`src/rtl/rd_512b_from_bram.sv`:
```
// rd_512b_from_bram
// Reads one 512-bit image row out of the frame BRAM as sixteen 32-bit dword
// reads through the BRAM read controller's trig/done handshake, and assembles
// them into one word (dword 0 in [511:480]).
//
// Optional feature macro: RD_TIMEOUT_EN
//   Defined   : a per-dword wait counter aborts a dword after TIMEOUT_CYCLES
//               cycles without done, sets o_timeout and finishes the transfer.
//   Undefined : no counter; REQ waits for done indefinitely, o_timeout = 0.
//
// Ports:
//   i_clk, i_rstn        clock, synchronous active-low reset
//   i_trig / o_done      master handshake; o_done = done_pre & i_trig
//   i_rd_row_num         row 0..511, latched at start
//   o_rd_data_512b       assembled row, updated only on a completed read
//   o_timeout            a dword read timed out (RD_TIMEOUT_EN only)
//   o_rd_from_bram_*     dword read request to the BRAM read controller
//   i_rd_from_bram_*     read data / completion from the controller
module rd_512b_from_bram #(
    parameter int TIMEOUT_CYCLES = 255
) (
    input  logic         i_clk,
    input  logic         i_rstn,
    input  logic         i_trig,
    output logic         o_done,
    input  logic [8:0]   i_rd_row_num,
    output logic [511:0] o_rd_data_512b,
    output logic         o_timeout,
    output logic [12:0]  o_rd_from_bram_addr,
    output logic         o_rd_from_bram_trig,
    input  logic [31:0]  i_rd_from_bram_data,
    input  logic         i_rd_from_bram_done
);

    typedef enum logic [1:0] {S_IDLE, S_REQ, S_DONE} state_t;

    state_t         state_q, state_d;
    logic [3:0]     idx_q, idx_d;
    logic [8:0]     row_q, row_d;
    logic [511:0]   shadow_q, shadow_d;
    logic [511:0]   data_q, data_d;
    logic [12:0]    addr_q, addr_d;
    logic           trig_q, trig_d;
    logic           done_pre_q, done_pre_d;

    // Only accept done while our request is up; the slave gates it anyway.
    logic rsp;
    logic tmo_hit;
    assign rsp = trig_q & i_rd_from_bram_done;

`ifdef RD_TIMEOUT_EN
    localparam int CW = $clog2(TIMEOUT_CYCLES + 1);
    logic [CW-1:0] cnt_q, cnt_d;
    logic          tmo_q, tmo_d;

    // cnt_q counts completed waiting cycles; the last allowed one fires here.
    assign tmo_hit = trig_q && !i_rd_from_bram_done && (cnt_q == CW'(TIMEOUT_CYCLES - 1));

    always_comb begin
        cnt_d = cnt_q;
        tmo_d = tmo_q;
        if (state_q == S_IDLE && i_trig) begin
            tmo_d = 1'b0;
        end else if (state_q == S_REQ) begin
            if (!trig_q)                   cnt_d = '0;  // dword issue cycle
            else if (!i_rd_from_bram_done) cnt_d = cnt_q + 1'b1;
            if (i_trig && tmo_hit)         tmo_d = 1'b1;
        end
    end

    always_ff @(posedge i_clk) begin
        if (!i_rstn) begin
            cnt_q <= '0;
            tmo_q <= 1'b0;
        end else begin
            cnt_q <= cnt_d;
            tmo_q <= tmo_d;
        end
    end

    assign o_timeout = tmo_q;
`else
    logic unused_tmo;
    assign unused_tmo = (TIMEOUT_CYCLES != 0);
    assign tmo_hit    = 1'b0;
    assign o_timeout  = 1'b0;
`endif

    // State register (plus datapath registers)
    always_ff @(posedge i_clk) begin
        if (!i_rstn) begin
            state_q    <= S_IDLE;
            idx_q      <= '0;
            row_q      <= '0;
            shadow_q   <= '0;
            data_q     <= '0;
            addr_q     <= '0;
            trig_q     <= 1'b0;
            done_pre_q <= 1'b0;
        end else begin
            state_q    <= state_d;
            idx_q      <= idx_d;
            row_q      <= row_d;
            shadow_q   <= shadow_d;
            data_q     <= data_d;
            addr_q     <= addr_d;
            trig_q     <= trig_d;
            done_pre_q <= done_pre_d;
        end
    end

    // Next-state logic; a dropped i_trig in REQ wins over done and timeout.
    always_comb begin
        state_d = state_q;
        case (state_q)
            S_IDLE: if (i_trig) state_d = S_REQ;
            S_REQ: begin
                if (!i_trig)                      state_d = S_IDLE;
                else if (rsp && idx_q == 4'd15)   state_d = S_DONE;
                else if (!rsp && tmo_hit)         state_d = S_DONE;
            end
            S_DONE: if (!i_trig) state_d = S_IDLE;
            default: state_d = S_IDLE;
        endcase
    end

    // Output / datapath next values
    always_comb begin
        idx_d      = idx_q;
        row_d      = row_q;
        shadow_d   = shadow_q;
        data_d     = data_q;
        addr_d     = addr_q;
        trig_d     = trig_q;
        done_pre_d = done_pre_q;
        case (state_q)
            S_IDLE: begin
                trig_d     = 1'b0;
                done_pre_d = 1'b0;
                if (i_trig) begin
                    row_d = i_rd_row_num;
                    idx_d = '0;
                end
            end
            S_REQ: begin
                if (!i_trig) begin
                    trig_d = 1'b0;
                end else if (rsp) begin
                    trig_d = 1'b0;
                    for (int k = 0; k < 16; k++)
                        if (idx_q == 4'(k)) shadow_d[511-32*k -: 32] = i_rd_from_bram_data;
                    // Last dword bypasses the shadow so the row lands in one step.
                    if (idx_q == 4'd15) data_d = {shadow_q[511:32], i_rd_from_bram_data};
                    else                idx_d  = idx_q + 4'd1;
                end else if (tmo_hit) begin
                    trig_d = 1'b0;
                end else begin
                    trig_d = 1'b1;
                    addr_d = {row_q, idx_q};
                end
            end
            S_DONE: begin
                trig_d     = 1'b0;
                done_pre_d = i_trig;
            end
            default: begin
                trig_d     = 1'b0;
                done_pre_d = 1'b0;
            end
        endcase
    end

    assign o_done              = done_pre_q & i_trig;
    assign o_rd_data_512b      = data_q;
    assign o_rd_from_bram_addr = addr_q;
    assign o_rd_from_bram_trig = trig_q;

endmodule

```
`config.mk`:
```
export PLATFORM = sky130hd
export DESIGN_NAME = rd_512b_from_bram
export DESIGN_NICKNAME = d
export VERILOG_FILES = /design/src/rtl/rd_512b_from_bram.sv
export SDC_FILE = /design/constraint.sdc
export NUM_CORES = 2
export LEC_CHECK = 0
export CORE_MARGIN = 5
export CORE_UTILIZATION = 50
export CTS_CLUSTER_SIZE = 16
export DETAILED_ROUTE_END_ITERATION = 12
export GPL_ROUTABILITY_DRIVEN = 0
export GPL_TIMING_DRIVEN = 0
export PLACE_DENSITY = 0.8
export SLEW_MARGIN = 20
export SYNTH_ARGS = -nofsm -noshare
export SYNTH_HDL_FRONTEND = slang
export SYNTH_SLANG_ARGS = --single-unit
```
`constraint.sdc`:
```
create_clock -name i_clk -period 4.75 [get_ports i_clk]
set_clock_uncertainty 0.05 [all_clocks]
set_input_delay 0.95 -clock i_clk [delete_from_list [all_inputs] [get_ports i_clk]]
set_output_delay 0.95 -clock i_clk [all_outputs]
set_load 0.01 [all_outputs]
```
### Word-level counts from Yosys, hierarchy flattened

Index checks and enable logic that the tools add are counted.

* flip-flop bits (word level): 1022
* latch bits: 0
* bits in writable memories: 0
* ROM bits: 0
* memories: 0

* $add $sub $neg: 1
* multipliers: 0
* div/mod/pow operators: 0
* $lt $le $gt $ge: 0
* eq/ne operators: 23
* shift-type cells: 0
* mux-type cells: 12
* bitwise operators: 3
* reduce and logical (&&, ||, !) cells: 25

Operators by type and width (count)
* AND reduction 4 bit: 16
* == test 4 bit (second input constant): 8
* == test 4 x 3 -> 1 bit (second input constant): 4
* 2-to-1 mux 4 bit: 4
* inequality test 2 bit (second input constant): 5
* AND reduction 3 bit: 3
* == test 4 x 2 -> 1 bit (second input constant): 2
* 2-to-1 mux 2 bit: 4
* one-hot mux 4 bit (2 select lines): 1
* one-hot mux 2 bit (3 select lines): 1
* AND reduction 5 bit: 1
* adder 4 x 1 -> 4 bit (second input constant): 1
* == test 4 x 1 -> 1 bit (second input constant): 1
* logical NOT 4 bit: 1
* inequality test 3 bit (second input constant): 1
* bitwise AND 1 bit: 2
* == test 2 x 1 -> 1 bit (second input constant): 1
* == test 2 bit (second input constant): 1
* logical NOT 2 bit: 1
* one-hot mux 1 bit (2 select lines): 1
* AND reduction 2 bit: 1
* nonzero test 2 bit: 1
* logical AND 1 bit: 1
* 2-to-1 mux 1 bit: 1
* inverter 1 bit: 1

### Logic depth before layout (Yosys ltp)

* word-level depth: 5
* mapped depth: 7
* gate-level depth less buffers: 5

### Worst setup path before layout

No wires, ideal clock.

* path kind: input -> output
* start: in i_trig
* end: out o_done
* data arrival time: 1.359 ns
* slack: 2.391 ns
* stages on the path: 2
* buffers on the path: 1
* cells stage by stage: clkbuf_1 > and2_1

* word-level cells in the longest chain between the ends: 1

Ends and longest elaborated chain
* start: declaration: RTL line 24 `input logic i_trig,`
* bitwise AND 1 bit: RTL line 173 `assign o_done = done_pre_q & i_trig;`
* end: declaration: RTL line 25 `output logic o_done,`

Every way passes these cells.

### Worst setup path in the final report

Same ends and word-level chain as after synthesis.

==> key figures <==
Synth
  – Synthesized Nets: 3482
  – Post-synth top area share: 0.563
  – Asr flop ratio synth: 0
  – Flops & latches, synth: 1022
  – Synth unique cells: 36
  – Syn avg cell area: 10.6 um^2
  – Largest area contributor in the netlist: dfxtp_1
  – Number of synthesized flops with an enable pin: 0
  – Syn Std Cell Area: 36300 um^2
  – Area contributors post-synth: dfxtp_1, mux2i_1, nand2_1
  – Yosys Warn Count: 0
  – Seq/Total Area, Yosys: 0.563
  – Most common flop cell mapped by yosys: dfxtp_1
  – Synth Instances: 3433

Floorplanning
  – Die X: 280 um
  – Starting Density: 0.507
  – Die height: 280 um
  – Die area: 78200 um^2
  – IO Count: 573
  – # rows: 98
  – Core area: 71700 um^2

Finish
  – Area grow syn2layout: 28.6%
  – Nets: 4156
  – Ant diodes: 0
  – Share of cells above drive strength 1: 0.0741
  – Fillers: 5619

Worst hold path
  – Hold Path Class: register to register
  – Min-delay src: shadow_q[422]
  – Hold Path Depth: 2
  – Hold Path Sink: o_rd_data_512b[422]

Clocking
  – Resize count post-CTS: 0
  – Number of setup buffers added after CTS: 0
  – Worst-path clk slew: 0.06 ns
  – CTS Root Cell: clkbuf_16
  – Total CTS buffers: 101
  – Sink Count: 1022
  – Worst-Skew Late Latency: 0.68 ns
  – Hold-fix buffers, CTS: 0
  – Max H-tree Level: 3
  – Worst-case clock buffer depth: 3
  – CTS tree: done

Timing
  – Tightest Pin Transition: 0.989 ns
  – Unrepaired setup endpoints after global routing: false
  – Setup_tns: 0 ns
  – Endpoints failing setup: 0
  – Min Tclk post-route: 3.65 ns
  – Max transition margin: 0.340
  – Max Slew Vio Count: 0
  – Fmax: 274 MHz
  – Crit share post-route: 0.769
  – Min Hold Slack: 0.398 ns
  – Hold Fails Final Rpt: 0

Drt
  – First-pass DRT Iterations: 5
  – Routed wire length: 123 mm
  – Wire per inst: 23.9 um
  – Residual DRC: 0
  – DR vias: 27300
  – ANT nets after route: 0
  – Via density: 5.31
  – DR iter-0 viols: 1850

Run status
  – Outcome: completed

Power and ir drop
  – Leak pwr: 20.0 nW
  – Worst IR Drop VDD: 0.363 mV
  – Pwr per Cell Area: 373 nW/um^2

Critical path
  – Critical path class: input pin to output port
  – Endpoint class of the critical path: output port
  – RR Endpoint: shadow_q[146]
  – CP arrival: 2.65 ns
  – CP max FO: 10
  – FF-to-FF setup slack: 1.94 ns
  – Number of cells on the worst reg-to-reg path: 6
  – Crit start category: input pin
  – R2r startpoint: idx_q[0]
  – Critical Path RT: 3.75 ns

Global route
  – Antenna violations before repair: 2
  – Largest net degree at the start of global routing: 15
  – Total grt overflow: 0
  – Vias in the first global route: 27400
  – Global-route wire length before repair: 177 mm
  – GRT Overall Usage: 0.301

Placed design
  – DP Wirelength: 84.2 mm
  – IO buf count: 570

Job
  – Max cap viols: 0
==> cells in the final DEF (no fill, tap or decap), types with 3 or more instances in the layout <==
| master | count |
|---|---|
| clkbuf_16 | 102 |
| a21boi_0 | 10 |
| buf_2 | 77 |
| mux2i_1 | 1005 |
| clkbuf_1 | 131 |
| ha_1 | 4 |
| a21oi_1 | 4 |
| nand2_1 | 1072 |
| buf_12 | 3 |
| clkinvlp_4 | 4 |
| clkdlybuf4s50_1 | 570 |
| dfxtp_1 | 1022 |
| nand3_1 | 5 |
| clkbuf_2 | 31 |
| buf_8 | 4 |
| nand4b_1 | 6 |
| nor2_1 | 11 |
| inv_16 | 3 |
| bufinv_16 | 11 |
| clkbuf_8 | 19 |
| clkinv_2 | 18 |
| buf_4 | 27 |
| buf_1 | 8 |
==> stage by stage <==
step	total power [mW]	worst slack, ns	instance area (um^2)	instances	util
after floorplan	8.97	2.39	36300	3433	-
after global placement	9.26	0.492	43200	4953	0.603
after detailed placement	9.26	1.09	43300	4954	0.604
after CTS	17.5	1.09	46700	5133	0.652
after global routing	17.8	1.02	46700	5133	0.652
final	17.4	1.10	46700	5133	0.652
==> registers in the layout, summed over array words and instances, names as in the netlist <==
| register | flops |
|---|---|
| o_rd_data_512b | 512 |
| o_rd_from_bram_addr | 13 |
| o_rd_from_bram_trig | 1 |
| row_q | 9 |
| shadow_q | 480 |
| state_q | 2 |
| idx_q | 4 |
| done_pre_q | 1 |
==> cell families (layout without fill, tap and decap cells) <==
group / after synthesis / count (layout) / synth area share
other cells: 1 / 1 / 0.000103
buf+inv: 266 / 1016 / 0.0356
compound gates: 18 / 18 / 0.00331
simple gates: 1117 / 1117 / 0.120
mux: 1005 / 1005 / 0.277
flops: 1022 / 1022 / 0.563
fa+ha+maj: 4 / 4 / 0.00138
==> worst max-delay path: stages <==
cell and delay (ns):
clkdlybuf4s50_1 0.63, clkbuf_1 0.32, and2_1 0.18, clkdlybuf4s50_1 0.57
==> metal layers <==
| layer | part of all wire | track usage | vias up |
|---|---|---|---|
| li1 | - | - | 12700 |
| met1 | 0.40 | 0.360 | 13300 |
| met2 | 0.48 | 0.516 | 939 |
| met3 | 0.081 | 0.0868 | 257 |
| met4 | 0.042 | 0.113 | 4 |
| met5 | 0.00022 | 0 | - |
==> how the worst max path moves through the flow <==
stage / to / cells after the start / slack [ns] / start
after floorplan: o_done / 2 / 2.39 / i_trig
after global placement: shadow_q[363] / 5 / 0.49 / i_rstn
after detailed placement: o_done / 4 / 1.09 / i_trig
after CTS: o_done / 4 / 1.09 / i_trig
after global routing: o_done / 4 / 1.02 / i_trig
final: o_done / 4 / 1.10 / i_trig
==> final cells by class <==
cell class                 instances  area, um^2  share of cell area
inverter                           2        7.51            0.000161
multi-input combinational       2145       14600               0.312
clock buffer                     139        2880              0.0616
tap                              950        1190              0.0254
timing repair buffer             571        5720               0.122
sequential                      1022       20500               0.438
clock inverter                    40         567              0.0121
buffer                           264        1330              0.0283
==> synth_stat cells, drive strengths merged, types with 4 or more instances <==
cell and n:
ha 4, nand2 1072, nor2 11, clkbuf 144, buf 120, dfxtp 1022
a21boi 10, nand4b 7, nand3 5, mux2i 1005, a21oi 4
==> power by group <==
| group | switching [mW] | internal (mW) |
|---|---|---|
| logic | 0.409 | 0.0862 |
| clock network | 3.49 | 4.86 |
| registers | 0.00346 | 8.58 |
Power figures use the tool's default switching activity.
